**config.mk**
```make
export PLATFORM = sky130hd
export DESIGN_NAME = multicycle_ctrl
export DESIGN_NICKNAME = d
export VERILOG_FILES = /design/src/rtl/mips_ctrl_pkg.sv /design/src/rtl/mc_ctrl_outdec.sv /design/src/rtl/multicycle_ctrl.sv
export SDC_FILE = /design/constraint.sdc
export NUM_CORES = 1
export LEC_CHECK = 0
export ABC_CLOCK_PERIOD_IN_PS = 2500
export BUFFER_PORTS_ARGS = -buffer_cell sky130_fd_sc_hd__buf_2
export CORE_MARGIN = 3
export CORE_UTILIZATION = 42
export DETAILED_ROUTE_END_ITERATION = 7
export PLACE_DENSITY_LB_ADDON = 0.08
export SKIP_CTS_REPAIR_TIMING = 1
export SKIP_LAST_GASP = 1
export SLEW_MARGIN = 30
export SYNTH_ARGS = -nofsm -noshare
export SYNTH_HDL_FRONTEND = slang
export SYNTH_HIERARCHICAL = 1
export SYNTH_SLANG_ARGS = --single-unit
```
**constraint.sdc**
```tcl
create_clock -name clk_i -period 2.5 [get_ports clk_i]
set_input_delay 0.375 -clock clk_i [delete_from_list [all_inputs] [get_ports clk_i]]
set_output_delay 0.375 -clock clk_i [all_outputs]
set_load 0.01 [all_outputs]
```
**src/rtl/mips_ctrl_pkg.sv**
```systemverilog
// Shared definitions for the multi-cycle MIPS control path: opcodes,
// ALU-controller operation codes, FSM state encoding and mux selects.
package mips_ctrl_pkg;

    // Instruction opcodes (instr[31:26])
    localparam logic [5:0] OP_RTYPE = 6'b000000;
    localparam logic [5:0] OP_LW    = 6'b100011;
    localparam logic [5:0] OP_SW    = 6'b101011;
    localparam logic [5:0] OP_BEQ   = 6'b000100;
    localparam logic [5:0] OP_J     = 6'b000010;
    localparam logic [5:0] OP_ADDI  = 6'b001000;

    // Operation codes understood by the ALU controller
    localparam logic [2:0] ADD   = 3'b100;
    localparam logic [2:0] SUB   = 3'b101;
    localparam logic [2:0] RTYPE = 3'b010;

    // Next-PC source select
    localparam logic [1:0] PCSRC_ALU    = 2'b00;
    localparam logic [1:0] PCSRC_ALUOUT = 2'b01;
    localparam logic [1:0] PCSRC_JUMP   = 2'b10;

    // ALU B-input select
    localparam logic [1:0] SRCB_RT      = 2'b00;
    localparam logic [1:0] SRCB_FOUR    = 2'b01;
    localparam logic [1:0] SRCB_IMM     = 2'b10;
    localparam logic [1:0] SRCB_IMM_SL2 = 2'b11;

    typedef enum logic [3:0] {
        ST_IDLE     = 4'd0,
        ST_FETCH    = 4'd1,
        ST_DECODE   = 4'd2,
        ST_MEM_ADDR = 4'd3,
        ST_MEM_RD   = 4'd4,
        ST_MEM_WB   = 4'd5,
        ST_MEM_WR   = 4'd6,
        ST_R_EXEC   = 4'd7,
        ST_R_WB     = 4'd8,
        ST_BRANCH   = 4'd9,
        ST_JUMP     = 4'd10,
        ST_I_EXEC   = 4'd11,
        ST_I_WB     = 4'd12
    } state_t;

    // True for the opcodes this controller knows how to sequence
    function automatic logic is_legal(input logic [5:0] op);
        return (op == OP_RTYPE) || (op == OP_LW)  || (op == OP_SW) ||
               (op == OP_BEQ)   || (op == OP_J)   || (op == OP_ADDI);
    endfunction

endpackage

```
**src/rtl/mc_ctrl_outdec.sv**
```systemverilog
// Combinational output decode for the multi-cycle controller. Pure Moore
// decode of the state, except that the FETCH-cycle IR and PC writes wait
// for the memory to return the instruction.
module mc_ctrl_outdec
    import mips_ctrl_pkg::*;
(
    input  state_t     state_i,
    input  logic       mem_ready_i,
    output logic       pc_write_o,
    output logic       pc_write_cond_o,
    output logic [1:0] pc_source_o,
    output logic       iord_o,
    output logic       mem_read_o,
    output logic       mem_write_o,
    output logic       ir_write_o,
    output logic       mem_to_reg_o,
    output logic       reg_dst_o,
    output logic       reg_write_o,
    output logic       alu_src_a_o,
    output logic [1:0] alu_src_b_o,
    output logic [2:0] alu_op_o
);

    // Per-state control word; anything not named for a state stays 0
    always_comb begin
        pc_write_o      = 1'b0;
        pc_write_cond_o = 1'b0;
        pc_source_o     = PCSRC_ALU;
        iord_o          = 1'b0;
        mem_read_o      = 1'b0;
        mem_write_o     = 1'b0;
        ir_write_o      = 1'b0;
        mem_to_reg_o    = 1'b0;
        reg_dst_o       = 1'b0;
        reg_write_o     = 1'b0;
        alu_src_a_o     = 1'b0;
        alu_src_b_o     = SRCB_RT;
        alu_op_o        = 3'b000;
        case (state_i)
            ST_FETCH: begin
                mem_read_o  = 1'b1;
                alu_src_b_o = SRCB_FOUR;
                alu_op_o    = ADD;
                pc_source_o = PCSRC_ALU;
                ir_write_o  = mem_ready_i;
                pc_write_o  = mem_ready_i;
            end
            ST_DECODE: begin
                alu_src_b_o = SRCB_IMM_SL2;
                alu_op_o    = ADD;
            end
            ST_MEM_ADDR: begin
                alu_src_a_o = 1'b1;
                alu_src_b_o = SRCB_IMM;
                alu_op_o    = ADD;
            end
            ST_MEM_RD: begin
                mem_read_o = 1'b1;
                iord_o     = 1'b1;
            end
            ST_MEM_WB: begin
                reg_write_o  = 1'b1;
                mem_to_reg_o = 1'b1;
            end
            ST_MEM_WR: begin
                mem_write_o = 1'b1;
                iord_o      = 1'b1;
            end
            ST_R_EXEC: begin
                alu_src_a_o = 1'b1;
                alu_src_b_o = SRCB_RT;
                alu_op_o    = RTYPE;
            end
            ST_R_WB: begin
                reg_write_o = 1'b1;
                reg_dst_o   = 1'b1;
                alu_op_o    = RTYPE;
            end
            ST_BRANCH: begin
                alu_src_a_o     = 1'b1;
                alu_src_b_o     = SRCB_RT;
                alu_op_o        = SUB;
                pc_write_cond_o = 1'b1;
                pc_source_o     = PCSRC_ALUOUT;
            end
            ST_JUMP: begin
                pc_write_o  = 1'b1;
                pc_source_o = PCSRC_JUMP;
            end
            ST_I_EXEC: begin
                alu_src_a_o = 1'b1;
                alu_src_b_o = SRCB_IMM;
                alu_op_o    = ADD;
            end
            ST_I_WB: begin
                reg_write_o = 1'b1;
                alu_op_o    = ADD;
            end
            default: ;
        endcase
    end

endmodule

```
**src/rtl/multicycle_ctrl.sv**
```systemverilog
// Main control FSM of the multi-cycle MIPS datapath: state register,
// opcode-driven next-state logic and retired-instruction counter. Control
// outputs are decoded from the state by mc_ctrl_outdec.
module multicycle_ctrl
    import mips_ctrl_pkg::*;
#(
    parameter int CNT_W = 32
) (
    input  logic             clk_i,
    input  logic             rst_i,
    input  logic [5:0]       opcode_i,
    input  logic             mem_ready_i,
    output logic             pc_write_o,
    output logic             pc_write_cond_o,
    output logic [1:0]       pc_source_o,
    output logic             iord_o,
    output logic             mem_read_o,
    output logic             mem_write_o,
    output logic             ir_write_o,
    output logic             mem_to_reg_o,
    output logic             reg_dst_o,
    output logic             reg_write_o,
    output logic             alu_src_a_o,
    output logic [1:0]       alu_src_b_o,
    output logic [2:0]       alu_op_o,
    output logic             illegal_o,
    output logic [CNT_W-1:0] instr_cnt_o
);

    state_t           r_state;
    state_t           w_next;
    logic             r_run;
    logic [CNT_W-1:0] r_cnt;
    logic             w_retire;

    // Next-state selection; w_retire marks the last cycle of a legal instruction
    always_comb begin
        w_next   = r_state;
        w_retire = 1'b0;
        case (r_state)
            ST_IDLE:     if (r_run) w_next = ST_FETCH;
            ST_FETCH:    if (mem_ready_i) w_next = ST_DECODE;
            ST_DECODE: begin
                case (opcode_i)
                    OP_LW, OP_SW: w_next = ST_MEM_ADDR;
                    OP_RTYPE:     w_next = ST_R_EXEC;
                    OP_BEQ:       w_next = ST_BRANCH;
                    OP_J:         w_next = ST_JUMP;
                    OP_ADDI:      w_next = ST_I_EXEC;
                    default:      w_next = ST_FETCH;
                endcase
            end
            ST_MEM_ADDR: w_next = (opcode_i == OP_SW) ? ST_MEM_WR : ST_MEM_RD;
            ST_MEM_RD:   if (mem_ready_i) w_next = ST_MEM_WB;
            ST_MEM_WB: begin
                w_next   = ST_FETCH;
                w_retire = 1'b1;
            end
            ST_MEM_WR: begin
                if (mem_ready_i) begin
                    w_next   = ST_FETCH;
                    w_retire = 1'b1;
                end
            end
            ST_R_EXEC:   w_next = ST_R_WB;
            ST_R_WB: begin
                w_next   = ST_FETCH;
                w_retire = 1'b1;
            end
            ST_BRANCH: begin
                w_next   = ST_FETCH;
                w_retire = 1'b1;
            end
            ST_JUMP: begin
                w_next   = ST_FETCH;
                w_retire = 1'b1;
            end
            ST_I_EXEC:   w_next = ST_I_WB;
            ST_I_WB: begin
                w_next   = ST_FETCH;
                w_retire = 1'b1;
            end
            default:     w_next = ST_IDLE;
        endcase
    end

    // State, reset-release flag and retire counter; r_run holds IDLE for one
    // extra edge so the first FETCH lands on the second edge after release
    always_ff @(posedge clk_i or negedge rst_i) begin
        if (!rst_i) begin
            r_state <= ST_IDLE;
            r_run   <= 1'b0;
            r_cnt   <= '0;
        end else begin
            r_run   <= 1'b1;
            r_state <= w_next;
            if (w_retire) r_cnt <= r_cnt + CNT_W'(1);
        end
    end

    assign illegal_o   = (r_state == ST_DECODE) && !is_legal(opcode_i);
    assign instr_cnt_o = r_cnt;

    mc_ctrl_outdec u_outdec (
        .state_i         (r_state),
        .mem_ready_i     (mem_ready_i),
        .pc_write_o      (pc_write_o),
        .pc_write_cond_o (pc_write_cond_o),
        .pc_source_o     (pc_source_o),
        .iord_o          (iord_o),
        .mem_read_o      (mem_read_o),
        .mem_write_o     (mem_write_o),
        .ir_write_o      (ir_write_o),
        .mem_to_reg_o    (mem_to_reg_o),
        .reg_dst_o       (reg_dst_o),
        .reg_write_o     (reg_write_o),
        .alu_src_a_o     (alu_src_a_o),
        .alu_src_b_o     (alu_src_b_o),
        .alu_op_o        (alu_op_o)
    );

endmodule
```
== Word level (Yosys, flattened, before mapping) ==
Cells that the tools add are included.
Widths: inputs -> output; s select.
Storage, ports and cells
  bits in latches: 0
  input bits: 9
  memories kept: 0
  memory bits (writable): 0
  output and inout bits: 50
  flip-flop bits (word level): 37
  memory bits (read-only): 0
Cells by class
  $mul: 0
  bitwise gates (word level): 0
  divide/modulo/power cells: 0
  order comparisons: 0
  equal/unequal tests: 21
  reduce and logical (&&, ||, !) cells: 19
  shift operators: 0
  add/subtract/negate cells: 1
  mux-type cells: 22
Operators with widths (number)
  $pmux 4 s9: 1
  $add 32x1->32 const B: 1
  $eq 4x4->1 const B: 5
  $pmux 4 s5: 1
  $eq 4x3->1 const B: 4
  $mux 4: 4
  $eq 6x6->1 const B: 2
  $mux 1: 10
  $reduce_or 2->1: 5
  $reduce_or 5->1: 2
  $pmux 3 s3: 1
  $eq 4x2->1 const B: 2
  $ne 2x2->1 const B: 4
  $eq 6x2->1 const B: 1
  $eq 6x3->1 const B: 1
  $eq 6x4->1 const B: 1
  $logic_not 6->1: 1
  $pmux 2 s3: 1
  $logic_or 1x1->1: 5
  $eq 4x1->1 const B: 1
  $logic_not 4->1: 1
  $pmux 1 s2: 2
  $pmux 2 s2: 1
  $reduce_and 4->1: 1
  other kinds (5): 5

== Longest topological paths before layout ==
  depth after elaboration: 8
  mapped depth: 7
  depth with buffers taken out: 5

== Cells and area by module ==
The synthesis kept the hierarchy.
By module, submodules not included
  multicycle_ctrl: sequential area each 925.9 µm², cells an instance 193, instances 1, area an instance 1943.1 µm²
  mc_ctrl_outdec: sequential area each 0.0 µm², cells an instance 35, instances 1, area an instance 274.0 µm²

== Worst setup path before layout ==
No wires, ideal clock.
  path kind: register to register
  start point: register r_state[0]
  end point: register r_cnt[1], in the netlist instr_cnt_o[1]
  cell stages (with the launch flop): 7
  setup time: 125 ps
  buffers on the path: 2
  arrival: 1657 ps
  path slack: 718 ps
  cells stage by stage: dfrtp_1 > buf_4 > and3b_1 > a311o_2 > and2_4 > buf_6 > mux2_4
On the way
  longest elaborated chain between the ends: 3
  elaborated cells between the ends (all ways): 8
  those cells by class: eq/ne (6); mux (1); reduce/logical (1)
Ends and longest elaborated chain
  start: declaration: line multicycle_ctrl.sv:30  | state_t r_state;
  start signal: assignment: line multicycle_ctrl.sv:96  | r_state <= w_next;
  $eq 4x4->1 or $eq 4x3->1 (tied branches): line multicycle_ctrl.sv:40  | case (r_state)
  $reduce_or 5->1 (no line)
  $pmux 1 s2 (*): line multicycle_ctrl.sv:40
  end signal: assignment: line multicycle_ctrl.sv:97  | if (w_retire) r_cnt <= r_cnt + CNT_W'(1);
  end: declaration: line multicycle_ctrl.sv:33  | logic [CNT_W-1:0] r_cnt;
Mark *: on every way between the ends. The rest lies on a longest branch, timed or not.
A chain may end at the register's enable or synchronous reset.

== Worst setup path after layout ==
  start point: register r_state[3]
  end point: output port pc_write_o
On the way
  longest elaborated chain between the ends: 2
  elaborated cells between the ends (all ways): 3
  those cells by class: eq/ne (2); mux (1)
Ends and longest elaborated chain
  $eq 4x4->1 or $eq 4x1->1 (tied branches): line mc_ctrl_outdec.sv:39  | case (state_i)
  $pmux 1 s2 (*): line mc_ctrl_outdec.sv:39
  end: declaration: line multicycle_ctrl.sv:13  | output logic pc_write_o,
Marked as above.

==> flow_summary_export.csv <==
group,metric,value,unit
logic_synthesis,synth_top_area_share,41.8,%
floorplanning,start_util,45.1,%
logic_synthesis,synth_area,2220,um^2
pwr,power_leakage,1.34,nW
clock_tree,clock-sinks,37,
setup_path,r2r_end,"instr_cnt_o[31]$_DFFE_PN0P_",
placement,dp_slack,0.733,ns
drt,wl_per_cell,13.0,um
floorplanning,die_y,78.7,um
final_layout,design_area,2640,um^2
logic_synthesis,synth-main-ff-cell,"dfrtp_1",
logic_synthesis,async_reset_ff_share,100,%
sta,final.min_clock_period,2.07,ns
clock_tree,htree_levels,2,
logic_synthesis,synth_largest_area_cell,"dfrtp_1",
sta,fin_tns_setup,0,ns
final_layout,fin_nets,296,
placement,io_buffers,58,
sta,finClkSkew,0.00565,ns
logic_synthesis,yosys_register_bits,37,
drt,routed_via_density,5.14,
setup_path,critPathArrivalTime,1.69,ns
clock_tree,cts_tree,"done",
floorplanning,rows,25,
setup_path,worstPathMaxFanout,13,
sta,drv_slew,0,
clock_tree,clockBufferDepth,2,
logic_synthesis,netlist_top_cells_area,"dfrtp_1 (42%), xor2_1 (7.5%), xnor2_1 (6.3%), nor2_1 (4.1%), nand2_1 (3.6%)",
setup_path,crit_type,"flip-flop to output pin",
logic_synthesis,syn_avg_cell_area,9.72,um^2
sta,rsz0062_at_grt,"no",
sta,worstMarginPinSlew,0.821,ns
grt,grt_max_degree,38,
grt,overflow,0,
grt,track_usage,16.1,%
pwr,p_total,1.96,mW
final_layout,drive_gt1_share,32.4,%
final_layout,antenna_cells,0,
drt,routed_wl,4620,um
grt,grt_pass1_wl,8010,um
sta,slew_headroom,45.2,%
placement,dpl_cell_area,2540,um^2
min_path,min_path_type,"input port to asynchronous set/reset pin",
logic_synthesis,synth_cells,228,
drt,vias,1818,
clock_tree,path_clk_slew,0.07,ns
setup_path,reg2reg_depth,5,
sta,fin_ws,0.434,ns
floorplanning,fp.dieW,78.7,um
logic_synthesis,synth-seq-area-share,41.8,%
logic_synthesis,synth-edff-count,0,
drt,ant_nets,0,
drt,first_iter_violations,69,
setup_path,r2r_setup_slack,0.73,ns
sta,setup_viol_count_final,0,
placement,gp_congestion,0.767,
outcome,outcome,"finished, final reports clean",
final_layout,area_growth,19.0,%
sta,hold_violations,0,
placement,dp.cells,346,
placement,dp_hpwl,3430,um
clock_tree,root_buffer,"clkbuf_8",
setup_path,worstPathRequired,2.12,ns
setup_path,startpoint_type,"flip-flop",
setup_path,end_kind,"output pin",
sta,maxClockFrequency,0.484,GHz
floorplanning,core,4910,um^2
floorplanning,die-area,6190,um^2
clock_tree,cts_buffers,5,
pwr,cellPowerDensity,741,nW/um^2
grt,antenna_found_initial,0,
final_layout,nFillCells,473,
setup_path,r2r-start,"instr_cnt_o[2]$_DFFE_PN0P_",
logic_synthesis,synth_fp_nets,238,
drt,drc,0,
floorplanning,io_pins,59,
logic_synthesis,yosys_warnings,6,
final_layout,final_cells,354,
pwr,ir_worst_vdd,407,uV
drt,dr.pass1.iters,4,
run,max_cap_violations,0,
grt,grt_pass1_vias,1724,
sta,fin_crit_sh,82.7,%
logic_synthesis,synthDistinctLibCells,54,
clock_tree,clock_latency,0.28,ns
-- cells by family (layout without fill, tap and decap cells) --
kind of cell	count (synthesis)	after routing	synth area share, %
other	1	1	0.169
buffers and inverters	19	78	5.14
AND/OR/NAND/NOR	104	104	28.2
multiplexers	1	1	0.677
XOR/XNOR	35	35	13.8
flip-flops	37	37	41.8
AO/OA/AOI/OAI	29	29	9.20
adder cells (fa/ha/maj)	2	2	1.07
-- power breakdown --
| part | internal, mW | switching (mW) |
|---|---|---|
| registers | 0.655 | 0.0871 |
| logic | 0.345 | 0.413 |
| clock network | 0.249 | 0.206 |
-- stage by stage --
| step | hold WS (ns) | utilization, % |
|---|---|---|
| 6_report | 0.186 | 53.7 |
| 2_1_floorplan | 0.0794 | - |
| 3_3_place_gp | 0.456 | 51.7 |
| 5_1_grt | 0.244 | 53.7 |
| 3_5_place_dp | 0.460 | 51.7 |
| 4_1_cts | 0.207 | 53.7 |
-- critical path, cell delays in order, from the launching register on --
cell,delay (ns)
dfrtp_1,0.63
buf_4,0.29
and2b_4,0.19
nand2_1,0.06
a21oi_2,0.11
buf_2,0.13
-- flip-flops by register name, indices dropped and copies added, names as in the netlist --
name	flops
instr_cnt_o	32
r_run	1
r_state	4
-- synth_stat cells (2+ instances only) --
master	n
dfrtp_1	37
nor2_1	24
nand2_1	21
xor2_1	19
xnor2_1	16
nand4_1	11
nand3_1	10
nor3_1	9
inv_1	7
a21oi_1	6
o21ai_0	6
and3_1	5
buf_6	4
buf_4	3
clkbuf_1	3
nand2b_4	3
nor4_2	3
a21oi_2	2
a31oi_1	2
nor2b_1	2
nor3_2	2
-- worst max-delay path by stage --
stage / start / slack (ns) / to
5_1_grt: r_state[3]$_DFFE_PN0P_ / 0.31 / alu_op_o[2]
6_report: r_state[3]$_DFFE_PN0P_ / 0.43 / pc_write_o
3_3_place_gp: r_state[0]$_DFFE_PN0P_ / 0.72 / instr_cnt_o[31]$_DFFE_PN0P_
3_5_place_dp: opcode_i[1] / 0.73 / illegal_o
2_1_floorplan: r_state[0]$_DFFE_PN0P_ / 0.72 / instr_cnt_o[1]$_DFFE_PN0P_
4_1_cts: r_state[3]$_DFFE_PN0P_ / 0.44 / pc_write_o
-- cell type report --
type                    count  area, um^2  share of cell area [%]
multi-input cells         172        1180                    44.6
repair buffers             62         320                    12.1
inverters                   8        30.0                    1.14
flip-flops and latches     37         926                    35.1
clock buffers               7        96.3                    3.65
well taps                  67        83.8                    3.18
clock inverters             1        5.00                   0.190
-- placed cells by master, fill, tap and decap left out, types with 3 or more instances in the layout --
cell	n
a21oi_1	6
and3_1	5
buf_2	58
buf_4	4
clkbuf_8	7
dfrtp_1	37
inv_1	7
nand2_1	21
nand2b_4	3
nand3_1	10
nand4_1	11
nor2_1	24
nor3_1	9
nor4_2	3
o21ai_0	6
xnor2_1	16
xor2_1	19
-- layer usage --
metal	global-route usage [%]	share of wire [%]	wire length (um)	vias up
li1	-	-	-	901
met1	21.8	48	2200	865
met2	25.5	47	2150	45
met3	3.33	4.6	213	7
met4	5.24	1.2	55	0
met5	0	0	0	-
Power figures use the tool's default switching activity.
